[config.mk]
export PLATFORM = sky130hd
export DESIGN_NAME = kronos_wb_arbiter
export DESIGN_NICKNAME = d
export VERILOG_FILES = /design/src/rtl/kronos_types.sv /design/src/rtl/kronos_wb_arb_fsm.sv /design/src/rtl/kronos_wb_arbiter.sv
export SDC_FILE = /design/constraint.sdc
export NUM_CORES = 1
export LEC_CHECK = 0
export ABC_AREA = 1
export CORE_MARGIN = 3
export CORE_UTILIZATION = 55
export CTS_BUF_LIST = sky130_fd_sc_hd__clkbuf_4 sky130_fd_sc_hd__clkbuf_8
export DETAILED_ROUTE_END_ITERATION = 8
export DONT_BUFFER_PORTS = 1
export PLACE_DENSITY_LB_ADDON = 0.3
export SLEW_MARGIN = 10
export SYNTH_ARGS = -nofsm -noshare
export SYNTH_HDL_FRONTEND = slang
export SYNTH_SLANG_ARGS = --single-unit
[constraint.sdc]
create_clock -name clk -period 1.5 [get_ports clk]
set_input_delay 0.15 -clock clk [delete_from_list [all_inputs] [get_ports clk]]
set_output_delay 0.15 -clock clk [all_outputs]
set_load 0.005 [all_outputs]
[src/rtl/kronos_types.sv]
// Shared types for the write-back arbiter: request payload and grant-priority state.
package kronos_types;

    // Write-back request payload (destination register and data)
    typedef struct packed {
        logic [4:0]  rd;
        logic [31:0] data;
    } wb_req_t;

    // Which source currently holds priority
    typedef enum logic {
        LD_PRI = 1'b0,
        EX_PRI = 1'b1
    } wb_arb_state_e;

    // Load-burst counter width; covers LD_BURST_MAX up to 15
    localparam int BURST_W = 4;

endpackage

[src/rtl/kronos_wb_arb_fsm.sv]
// Grant-priority FSM for the write-back port. Loads normally win; after
// LD_BURST_MAX load grants in a row with EX waiting, EX gets one turn.
module kronos_wb_arb_fsm
    import kronos_types::*;
#(
    parameter int LD_BURST_MAX = 4
) (
    input  logic clk,
    input  logic rstz,
    input  logic ex_vld,
    input  logic ld_vld,
    output logic ex_gnt,
    output logic ld_gnt
);

    wb_arb_state_e        state, state_nxt;
    logic [BURST_W-1:0]   burst_cnt, burst_cnt_nxt;

    // State and burst counter registers; flush deliberately has no effect here
    always_ff @(posedge clk or negedge rstz) begin
        if (!rstz) begin
            state     <= LD_PRI;
            burst_cnt <= '0;
        end else begin
            state     <= state_nxt;
            burst_cnt <= burst_cnt_nxt;
        end
    end

    // Grant decode and next state; grants depend only on vld and state
    always_comb begin
        state_nxt     = state;
        burst_cnt_nxt = burst_cnt;
        ex_gnt        = 1'b0;
        ld_gnt        = 1'b0;
        case (state)
            LD_PRI: begin
                ld_gnt = ld_vld;
                ex_gnt = ex_vld && !ld_vld;
                if (ex_gnt || !ex_vld) begin
                    burst_cnt_nxt = '0;
                end else if (ld_gnt) begin
                    burst_cnt_nxt = burst_cnt + BURST_W'(1);
                    // EX has been starved for a full burst: hand it the next slot
                    if (burst_cnt == BURST_W'(LD_BURST_MAX - 1))
                        state_nxt = EX_PRI;
                end
            end
            EX_PRI: begin
                // Load only goes through if EX dropped its request meanwhile
                ex_gnt        = ex_vld;
                ld_gnt        = ld_vld && !ex_vld;
                state_nxt     = LD_PRI;
                burst_cnt_nxt = '0;
            end
            default: begin
                state_nxt     = LD_PRI;
                burst_cnt_nxt = '0;
            end
        endcase
    end

endmodule

[src/rtl/kronos_wb_arbiter.sv]
// Write-back arbiter: picks EX or LSU for the single register-file write
// port, registers the winner for one cycle and drives the HCU downgrade.
module kronos_wb_arbiter
    import kronos_types::*;
#(
    parameter int LD_BURST_MAX = 4
) (
    input  logic        clk,
    input  logic        rstz,
    input  logic        flush,
    input  logic        ex_vld,
    input  logic [4:0]  ex_rd,
    input  logic [31:0] ex_data,
    output logic        ex_rdy,
    input  logic        ld_vld,
    input  logic [4:0]  ld_rd,
    input  logic [31:0] ld_data,
    output logic        ld_rdy,
    output logic        regwr_en,
    output logic [4:0]  regwr_sel,
    output logic [31:0] regwr_data,
    output logic        downgrade
);

    logic    ex_gnt, ld_gnt;
    wb_req_t win_req, out_req;
    logic    out_vld, out_nodg;

    kronos_wb_arb_fsm #(
        .LD_BURST_MAX (LD_BURST_MAX)
    ) u_fsm (
        .clk    (clk),
        .rstz   (rstz),
        .ex_vld (ex_vld),
        .ld_vld (ld_vld),
        .ex_gnt (ex_gnt),
        .ld_gnt (ld_gnt)
    );

    assign ex_rdy  = ex_gnt;
    assign ld_rdy  = ld_gnt;
    assign win_req = ld_gnt ? wb_req_t'{rd: ld_rd, data: ld_data}
                            : wb_req_t'{rd: ex_rd, data: ex_data};

    // Output stage; nodg marks writes accepted while the HCU tracker is being cleared
    always_ff @(posedge clk or negedge rstz) begin
        if (!rstz) begin
            out_vld  <= 1'b0;
            out_nodg <= 1'b0;
            out_req  <= '0;
        end else begin
            out_vld  <= ex_gnt || ld_gnt;
            out_nodg <= flush;
            if (ex_gnt || ld_gnt)
                out_req <= win_req;
        end
    end

    // x0 never writes but still downgrades; a flush landing on the output
    // stage suppresses the downgrade of the write already sitting there
    assign regwr_en   = out_vld && (out_req.rd != 5'd0);
    assign regwr_sel  = out_req.rd;
    assign regwr_data = out_req.data;
    assign downgrade  = out_vld && !out_nodg && !flush;

endmodule

==> flow_summary.json, run 1 <==
{
  "outcome": "finished clean",
  "cts_tree": "yes",
  "period_needed_ns": 1.30,
  "synth_cell_types": 14,
  "row_count": 22,
  "intPower_uw": 1920,
  "grt_usage": 0.207,
  "end_kind": "output pin",
  "clkTransAtPathRegs_ns": 0.08,
  "fin_setup_tns_ns": 0,
  "fill_cells": 376,
  "syn_area_sq_um": 2320,
  "final_cells": 398,
  "p_seq_frac": 0.538,
  "synthFlopType": "dfrtp_1",
  "drt-total-wl_mm": 5.07,
  "cp_max_fo": 25,
  "cpPeakStageDelay_ns": 0.38,
  "clockBufferDepth": 2,
  "io_buffers": 0,
  "drc": 0,
  "rsz0062_at_grt": "no",
  "cellPowerDensity_nw_per_um2": 1040,
  "slew_headroom": 0.828,
  "fin_skew_ns": 0.00985,
  "path_class": "reg2out",
  "setup_ws_ns": 0.200,
  "crit_required_ns": 1.35,
  "viasPerCell": 4.91,
  "p_leak_uw": 0.00157,
  "post_drt_wl_per_cell_um": 12.7,
  "p_sw_frac": 0.257,
  "grt_overflow": 0,
  "vias": 1953,
  "ioPinCount": 120,
  "cts_max_level": 2,
  "die_area_sq_um": 5040,
  "coreArea_sq_um": 3850,
  "yosys-top-cells-area": "dfrtp_1 47%, nand2_1 37%, inv_1 7.1%",
  "antenna_found_initial": 0,
  "reg2regPathDepth": 7,
  "cp.arrival_ns": 1.15,
  "cts_buffers": 5,
  "ys_seq_area_frac": 0.474,
  "dr.pass1.iters": 4,
  "grt_start_max_net_pins": 45,
  "final-hold-violation-count": 0,
  "placed_cells": 387,
  "netlist_top_cells_count": "228 x nand2_1, 44 x dfrtp_1, 44 x inv_1",
  "synth_top_area_frac": 0.474,
  "pwr-share-comb": 0.119,
  "synth_nets": 429,
  "utilization": 0.645,
  "clock_sinks": 44,
  "drtIter0Drc": 67,
  "r2r_slack_ns": 0.42,
  "die_w_um": 71.0,
  "worst_hold_slack_ns": 0.0428,
  "syn_to_final_growth_pct": 7.17,
  "irDropWorstVdd_mv": 0.728,
  "antenna_cells": 0,
  "crit_chain": "inv_1 > nand2_1 > nand2_2 > buf_6 > inv_1",
  "yosysMostFrequentCell": "nand2_1",
  "hpwl_mm": 3.60,
  "place_congestion": 0.772,
  "worstMarginPinSlew_ns": 0.258,
  "yosysTopAreaCell": "dfrtp_1",
  "synth_cells": 349,
  "p_sw_uw": 663,
  "pwr-share-clk": 0.343,
  "start_util": 0.602,
  "max_cap_viol_count": 0,
  "hold_path_depth": 3,
  "grt_pass1_vias": 1861,
  "worstSkewPairLatency_ns": 0.29,
  "layout.nets": 429,
  "slew_violations": 0,
  "clockRootBuffer": "clkbuf_8",
  "ys_warn_count": 0,
  "period_share": 0.867,
  "setup_violations": 0,
  "synthArstFlopShare": 1.00,
  "cp_slowest_cell": "dfrtp_1",
  "hold_class": "in2reg",
  "cts_setup_buffers": 0,
  "dp_slack_ns": 0.370,
  "worstSetupStartpointType": "register",
  "fmax_mhz": 769,
  "ant_nets": 0,
  "drive_gt1_frac": 0.0457,
  "die_h_um": 71.0,
  "synth_edf_count": 0,
  "grt_pass1_wl_mm": 8.25,
  "avgSynthCellArea_sq_um": 6.65,
  "path_common_cell": "inv_1",
  "ys_seq_elements": 44
}
==> registers in the layout (all words and copies together), names as in the netlist <==
name	flops
u_fsm.burst_cnt	4
u_fsm.state	1
regwr_data	32
out_vld	1
regwr_sel	5
out_nodg	1
==> final cells by class <==
class,count,area [sq um],area share
flip-flops and latches,44,1100,0.443
multi-input cells,246,956,0.384
inverters,44,165,0.0664
repair buffers,8,93.8,0.0377
clock buffers,6,76.3,0.0307
well taps,48,60.1,0.0241
clock inverters,2,35.0,0.0141
==> logic make-up (layout without fill, tap and decap cells) <==
logic type	after synthesis	after routing	synth area share
and+or+nand+nor	244	244	0.402
xor gates and xnor gates	1	1	0.00377
adders and majority gates	1	1	0.00539
DFF	44	44	0.474
buffers and inverters	59	60	0.115
==> cell usage in the layout, fill, tap and decap left out, types with 2 or more instances in the layout <==
cell	count
buf_12	2
buf_4	3
clkbuf_8	5
dfrtp_1	44
dlygate4sd3_1	2
inv_1	44
nand2_1	228
nand3_1	2
nand3b_1	2
nor2_1	9
==> metrics by stage <==
stage	power (uW)	cell area, sq um
finish	2590	2490
global route	2730	2490
CTS	2620	2480
detailed placement	1690	2330
global placement	1680	2330
floorplan	1630	2320
==> routing by layer <==
layer | share of wire | track usage
met2 | 0.49 | 0.366
met5 | 0 | 0
met4 | 0.013 | 0.0793
met3 | 0.081 | 0.0597
met1 | 0.42 | 0.235
==> worst paths after layout <==
path	start	end
worst min-delay path	ld_vld	regwr_data[0]
worst max-delay path	u_fsm.state	ex_rdy
worst max register to register	u_fsm.state	regwr_data[30]
max in group asynchronous	rstz	regwr_data[19]
min in group asynchronous	rstz	regwr_data[29]
worst min register to register	u_fsm.burst_cnt[0]	u_fsm.burst_cnt[0]
==> power groups by stage <==
stage	Combinational [uW]	Clock (uW)	Sequential [uW]
floorplan	249	0	1380
global placement	266	0	1410
detailed placement	279	0	1410
CTS	313	915	1390
global route	369	955	1400
finish	308	888	1390
==> critical path: cells and delay by family, from the launching register on <==
family,cells,cell delay [ns]
flip-flops,1,0.38
AND/OR/NAND/NOR,2,0.13
buffers and inverters,3,0.35
==> what timing repair did <==
action / CTS / global route
endpoints found under the setup margin: 0 / 1
hold buffers: 3 / 0
hold endpoints to repair: 45 / 0
gates resized for setup: 0 / 1
Power figures use the tool's default switching activity.
==> inputs of run 2 (changes only) <==
- REMOVE_ABC_BUFFERS: not set -> 1
==> run 2 against run 1 <==
Flip-flop and latch count stayed put. Via count decreased by 0.61%. First-iteration DRC count up 33%. Highest routed layer unchanged.
==> flow_summary.json, run 2 (synthesized netlist as in run 1, its figures left out) <==
{
  "outcome": "finished clean",
  "crit_required_ns": 1.35,
  "max_cap_viol_count": 0,
  "grt_pass1_wl_mm": 8.05,
  "cp_max_fo": 11,
  "cts_max_level": 2,
  "dr.pass1.iters": 4,
  "path_buf_inv": 2,
  "grt_pass1_vias": 1762,
  "io_buffers": 0,
  "grt_overflow": 0,
  "final_cell_mix": "228 x nand2_1, 44 x inv_1, 44 x dfrtp_1, 9 x nor2_1, 6 x clkbuf_8",
  "hpwl_mm": 3.60,
  "final_cells": 398,
  "clock_sinks": 44,
  "drive_gt1_frac": 0.0457,
  "cellPowerDensity_nw_per_um2": 998,
  "drc": 0,
  "die_area_sq_um": 5040,
  "grt_start_max_net_pins": 45,
  "p_leak_uw": 0.00156,
  "crit_chain": "inv_1 > nand2_1 > nand2_2 > inv_1",
  "period_needed_ns": 1.22,
  "final-hold-violation-count": 0,
  "crit_family": "flip-flops",
  "syn_to_final_growth_pct": 6.42,
  "slew_headroom": 0.800,
  "viasPerCell": 4.88,
  "place_congestion": 0.789,
  "drtIter0Drc": 89,
  "layout.nets": 429,
  "worstSetupStartpointType": "register",
  "clockBufferDepth": 2,
  "setup_violations": 0,
  "fmax_mhz": 819,
  "path_common_cell": "inv_1",
  "cpPeakStageDelay_ns": 0.38,
  "worstMarginPinSlew_ns": 0.300,
  "start_util": 0.602,
  "clockRootBuffer": "clkbuf_8",
  "cts_tree": "yes",
  "rsz0062_at_grt": "no",
  "worstSkewPairLatency_ns": 0.29,
  "placed_cells": 387,
  "hold_class": "in2reg",
  "vias": 1941,
  "period_share": 0.814,
  "row_count": 22,
  "irDropWorstVdd_mv": 0.558,
  "fill_cells": 357,
  "fin_skew_ns": 0.00462,
  "clkTransAtPathRegs_ns": 0.08,
  "final_common_cell": "nand2_1",
  "largest_reg_flops": 32,
  "ant_nets": 0,
  "antenna_found_initial": 0,
  "antenna_cells": 0,
  "cts_buffers": 5,
  "ioPinCount": 120,
  "coreArea_sq_um": 3850,
  "path_class": "reg2out",
  "drt-total-wl_mm": 4.96,
  "post_drt_wl_per_cell_um": 12.5,
  "cts_setup_buffers": 0,
  "die_w_um": 71.0,
  "die_h_um": 71.0,
  "end_kind": "output pin",
  "utilization": 0.641,
  "cp_slowest_cell": "dfrtp_1",
  "grt_usage": 0.201,
  "cp.arrival_ns": 1.07,
  "slew_violations": 0
}
-- run 2: changes by cell type in the layout (fill, tap and decap cells not counted) --
cell | previous run | this run
buf_6 | 1 | 0
bufinv_16 | 1 | 0
clkbuf_4 | 1 | 2
buf_4 | 3 | 4
clkbuf_8 | 5 | 6
clkinv_2 | 1 | 0
-- run 2: what timing repair did --
item                                   in CTS  in global routing
gates resized for setup                     0                  0
endpoints found under the hold margin      45                  0
hold buffers                                3                  0
-- run 2: final cells by class --
cell class,count,area (sq um),area share
inverters,44,165,0.0669
flip-flops and latches,44,1100,0.446
clock buffers,8,97.6,0.0395
repair buffers,8,90.1,0.0365
multi-input cells,246,956,0.387
well taps,48,60.1,0.0243
-- run 2: report_power, final --
group / total [uW] / switching [uW] / internal [uW]
Clock: 772 / 360 / 412
Sequential: 1390 / 94.3 / 1290
Combinational: 305 / 189 / 116
Total: 2460 / 643 / 1820
-- run 2: final timing paths --
check | from | cells after the start | end | slack [ns]
max in group asynchronous | rstz | 2 | regwr_data[3] | 0.95
min in group asynchronous | rstz | 2 | regwr_data[0] | 0.35
setup reg to reg | u_fsm.state | 7 | regwr_data[7] | 0.31
hold / removal | ex_data[29] | 4 | regwr_data[29] | 0.05
setup / recovery | u_fsm.state | 4 | ex_rdy | 0.28
hold reg to reg | u_fsm.burst_cnt[0] | 1 | u_fsm.burst_cnt[0] | 0.46
-- run 2: layer usage --
metal,wire (um),global-route usage,up-vias
met3,515,0.0724,5
met5,0,0,-
met2,2330,0.336,102
li1,-,-,1000
met1,2070,0.248,834
met4,48,0.0522,0
-- run 2: tightest hold or removal path, delay by kind of cell --
family                 cells  cell delay [ns]
AND/OR/NAND/NOR            3             0.14
buffers and inverters      1             0.02
-- run 2: metrics by stage --
step                      TNS (ns)  hold slack [ns]  setup WS [ns]  total power (uW)  area [sq um]
after floorplan              -2.21           -0.146        -0.0586              1600          2220
after global placement           0           -0.145          0.352              1680          2330
after detailed placement         0           -0.144          0.315              1690          2330
after CTS                        0           0.0381          0.251              2500          2470
after global routing             0           0.0473          0.175              2620          2470
final                            0           0.0473          0.278              2460          2470
